--- src/rtl/fb_pixel_writer.sv ---
// rtl/fb_pixel_writer.sv - raster pixel stream and clear-fill writer for the frame buffer
module fb_pixel_writer #(
  parameter int H_RES  = 640,
  parameter int V_RES  = 480,
  parameter int ADDR_W = 19,
  parameter int PIX_W  = 6
) (
  input  logic              clk,
  input  logic              rst_n,
  input  logic              s_valid,
  input  logic              s_sof,
  input  logic [PIX_W-1:0]  s_data,
  output logic              s_ready,
  input  logic              clear_req,
  input  logic [PIX_W-1:0]  clear_color,
  output logic              wr_en,
  output logic [ADDR_W-1:0] wr_addr,
  output logic [PIX_W-1:0]  wr_data,
  output logic              frame_done,
  output logic              sof_err,
  output logic              busy
);

  localparam int NPIX = H_RES * V_RES;
  localparam logic [ADDR_W-1:0] LAST_ADDR = ADDR_W'(NPIX - 1);
  localparam logic [ADDR_W-1:0] ONE       = ADDR_W'(1);

  typedef enum logic [1:0] {
    IDLE   = 2'd0,
    STREAM = 2'd1,
    CLEAR  = 2'd2
  } state_t;

  state_t             state, state_n;
  logic [ADDR_W-1:0]  ptr, ptr_n;
  logic [PIX_W-1:0]   color, color_n;
  logic               wr_en_n, frame_done_n, sof_err_n;
  logic [ADDR_W-1:0]  wr_addr_n;
  logic [PIX_W-1:0]   wr_data_n;
  logic               accept;

  assign s_ready = rst_n & (((state == IDLE) & ~clear_req) | (state == STREAM));
  assign accept  = s_valid & s_ready;
  assign busy    = (state != IDLE);

  always_ff @(posedge clk) begin
    if (!rst_n) begin
      state      <= IDLE;
      ptr        <= '0;
      color      <= '0;
      wr_en      <= 1'b0;
      wr_addr    <= '0;
      wr_data    <= '0;
      frame_done <= 1'b0;
      sof_err    <= 1'b0;
    end else begin
      state      <= state_n;
      ptr        <= ptr_n;
      color      <= color_n;
      wr_en      <= wr_en_n;
      wr_addr    <= wr_addr_n;
      wr_data    <= wr_data_n;
      frame_done <= frame_done_n;
      sof_err    <= sof_err_n;
    end
  end

  // Address/data hold their last value between writes; only wr_en qualifies them.
  always_comb begin
    state_n      = state;
    ptr_n        = ptr;
    color_n      = color;
    wr_en_n      = 1'b0;
    wr_addr_n    = wr_addr;
    wr_data_n    = wr_data;
    frame_done_n = 1'b0;
    sof_err_n    = 1'b0;

    unique case (state)
      IDLE: begin
        if (clear_req) begin
          color_n = clear_color;
          ptr_n   = '0;
          state_n = CLEAR;
        end else if (accept && s_sof) begin
          wr_en_n   = 1'b1;
          wr_addr_n = '0;
          wr_data_n = s_data;
          ptr_n     = ONE;
          state_n   = STREAM;
        end
      end

      STREAM: begin
        if (accept) begin
          wr_en_n   = 1'b1;
          wr_data_n = s_data;
          if (s_sof) begin
            // Resync wins over end-of-frame, so done and error never coincide.
            wr_addr_n = '0;
            sof_err_n = 1'b1;
            ptr_n     = ONE;
          end else begin
            wr_addr_n = ptr;
            if (ptr == LAST_ADDR) begin
              frame_done_n = 1'b1;
              ptr_n        = '0;
              state_n      = IDLE;
            end else begin
              ptr_n = ptr + ONE;
            end
          end
        end
      end

      CLEAR: begin
        wr_en_n   = 1'b1;
        wr_addr_n = ptr;
        wr_data_n = color;
        if (ptr == LAST_ADDR) begin
          frame_done_n = 1'b1;
          ptr_n        = '0;
          state_n      = IDLE;
        end else begin
          ptr_n = ptr + ONE;
        end
      end

      default: begin
        state_n = IDLE;
        ptr_n   = '0;
      end
    endcase
  end

endmodule

--- config.mk ---
export PLATFORM = sky130hd
export DESIGN_NAME = fb_pixel_writer
export DESIGN_NICKNAME = d
export VERILOG_FILES = /design/src/rtl/fb_pixel_writer.sv
export SDC_FILE = /design/constraint.sdc
export NUM_CORES = 1
export LEC_CHECK = 0
export CAP_MARGIN = 5
export CORE_MARGIN = 2
export CORE_UTILIZATION = 50
export DETAILED_ROUTE_END_ITERATION = 8
export GPL_TIMING_DRIVEN = 1
export PLACE_DENSITY = 0.76
export SETUP_SLACK_MARGIN = 0.1
export SLEW_MARGIN = 15
export SYNTH_ARGS = -nofsm -noshare
export SYNTH_HDL_FRONTEND = slang
export SYNTH_SLANG_ARGS = --single-unit
export TNS_END_PERCENT = 10
--- constraint.sdc ---
create_clock -name clk -period 2.91 [get_ports clk]
set_clock_uncertainty 0.15 [all_clocks]
set_input_delay 0.4365 -clock clk [delete_from_list [all_inputs] [get_ports clk]]
set_output_delay 0.4365 -clock clk [all_outputs]
set_load 0.02 [all_outputs]
==> flow_metrics.tcl <==
set metrics [dict create \
    die_area_um2 5957 \
    crit_path_start_kind "primary input" \
    initial_core_util 0.5209 \
    place.gp.congestion 0.7989 \
    met2_usage 0.3409 \
    yosysUniqueCellTypes 46 \
    cts_max_level 2 \
    first_global_vias 2361 \
    areaGrowthSynthToFinish_pct 23.74 \
    postRouteAntennaNets 0 \
    fmax_mhz 395.9 \
    post-cts-setup-buffers 0 \
    grt_pass1_wl_mm 11.44 \
    grt.total_usage 0.2317 \
    busiest_layer "met1" \
    relSlewSlack 0.4339 \
    cp.arrival_ps 1940 \
    worst_pin_slew_ps 848.2 \
    p_leak_nw 1.066 \
    grt_util_met3 0.04706 \
    ys_warn_count 0 \
    synth.top_cell.area_share 0.4112 \
    critPathMaxFanout 12 \
    synth_edf_count 0 \
    totalWireLength_mm 6.674 \
    via_per_inst 6.084 \
    clock_latency_ps 310 \
    ys_ff_latch 55 \
    hold_viol 0 \
    drtIter0Drc 215 \
    cts_tree "yes" \
    die_w_um 77.18 \
    hpwlAfterDp_mm 4.656 \
    cts_buffer_depth 2 \
    drv_cap 0 \
    core.rowCount 26 \
    syn_inst 316 \
    tns_ps 0 \
    final_cells 427 \
    synth_top_area_cell "dfxtp_1" \
    final.min_clock_period_ps 2526 \
    regArea_um2 1101 \
    drive_gt1_frac 0.07563 \
    portBuffers 46 \
    cts_sinks 55 \
    cts_resized 0 \
    diodes 0 \
    core_um2 5140 \
    synth_area_leaders "dfxtp_1 41%, a21oi_1 7.5%, nand4_1 5.1%" \
    vias 2598 \
    rsz0062_at_grt "false" \
    remaining_drc_errors 0 \
    antenna_found_initial 0 \
    ctsHoldBuffers 0 \
    fill_cells 487 \
    pre_cts_ws_ps 195.1 \
    path_clk_slew_ps 100 \
    io_pins 47 \
    ys.flop_type "dfxtp_1" \
    die_h_um 77.18 \
    grt_max_degree 32 \
    end_kind "primary output" \
    cp_data_required_time_ps 2320 \
    multiInputGateArea_um2 1430 \
    avgRoutedWirePerCell_um 15.63 \
    use_met1 0.3496 \
    p_per_area_nw_per_um2 677.1 \
    place_area_um2 3211 \
    finish.net_count 378 \
    path_class "in -> out" \
    numCtsBuffers 5 \
    placed_cells 419 \
    fin_crit_sh 0.8680 \
    synth_fp_nets 338 \
    setup_viol 0 \
    ys_seq_area_frac 0.4112 \
    clockRootBuffer "clkbuf_8" \
    hp-class "reg -> reg" \
    slew_viol_final 0 \
    stdcell_area_um2 3313 \
    overflow 0 \
    design_power_total_mw 2.243 \
    peakVddDrop_mv 0.5398 \
    firstDrtPassIters 4 \
    syn_area_um2 2678 \
    postSynth.asyncResetShare 0 \
    status "completed" \
    worst_slack_ps 384.2 \
    avgSynthCellArea_um2 8.473 \
]
==> placed cells by master, fill, tap and decap left out, types with 6 or more instances in the layout <==
master           instances
dfxtp_1                 55
clkdlybuf4s50_1         46
a21oi_1                 40
o21ai_0                 26
nand4_1                 22
nand2_1                 22
nand3_1                 16
inv_1                   13
a22oi_1                 13
buf_4                   11
mux2i_1                 10
or4_1                    9
nor2_1                   7
or3_1                    7
a311oi_1                 6
clkbuf_8                 6
==> worst max-delay path, stage by stage <==
cell	delay (ps)
clkdlybuf4s50_1	510
buf_4	200
inv_1	70
nor2_1	110
clkdlybuf4s50_1	610
==> layer usage <==
| metal | share of wire | routed length (um) |
|---|---|---|
| met4 | 0.010 | 67 |
| met1 | 0.49 | 3280 |
| met2 | 0.44 | 2906 |
| met3 | 0.063 | 420 |
| met5 | 0 | 0 |
==> cell usage after synthesis (all sizes together), types with 3 or more instances <==
cell	count
dfxtp	55
a21oi	40
o21ai	27
nand4	23
nand2	22
nand3	17
clkbuf	14
a22oi	13
inv	13
buf	10
mux2i	10
or4	9
or3	8
nor2	7
a311oi	6
ha	5
o31ai	5
a211oi	4
a21o	3
nand2b	3
xnor2	3
==> through the flow <==
step,utilization,hold WS (ps)
global route,0.6446,344.8
finish,0.6446,314.9
detailed placement,0.6246,296.9
CTS,0.6446,311.5
global placement,0.6246,293.8
floorplan,-,286.0
==> final cells by class <==
type,instances,area share
clock inverter,2,0.006042
clock buffer,6,0.02492
inverter,13,0.01473
tap,70,0.02644
sequential,55,0.3323
timing repair buffer,57,0.1639
multi-input combinational,224,0.4316
==> power by group <==
part           total (mW)  internal [mW]  switching [mW]
clock               0.467          0.201           0.266
sequential          0.881          0.828          0.0535
combinational       0.895          0.359           0.537
==> registers in the layout, indices dropped and copies added (netlist names) <==
register and count:
ptr 19, color 6, state 2, frame_done 1, wr_data 6, wr_en 1, wr_addr 19, sof_err 1
==> kinds of logic (layout without fill, tap and decap cells) <==
logic type | after synthesis | count (layout) | share of synthesized area
AOI/OAI and AO/OA | 109 | 109 | 0.2556
and+or+nand+nor | 97 | 97 | 0.2056
DFF | 55 | 55 | 0.4112
buffers and inverters | 37 | 78 | 0.05701
muxes | 10 | 10 | 0.03738
adders and majority gates | 5 | 5 | 0.02336
xor gates and xnor gates | 3 | 3 | 0.009815
==> path summary, 6_finish.rpt <==
kind	start	end	slack (ps)	cells past startpoint
max	rst_n	s_ready	380	5
min	color[0]	color[0]	310	2
max reg2reg	ptr[0]	ptr[6]	530	5
min reg2reg	color[0]	color[0]	310	2
(Power assumes the default switching activity.)
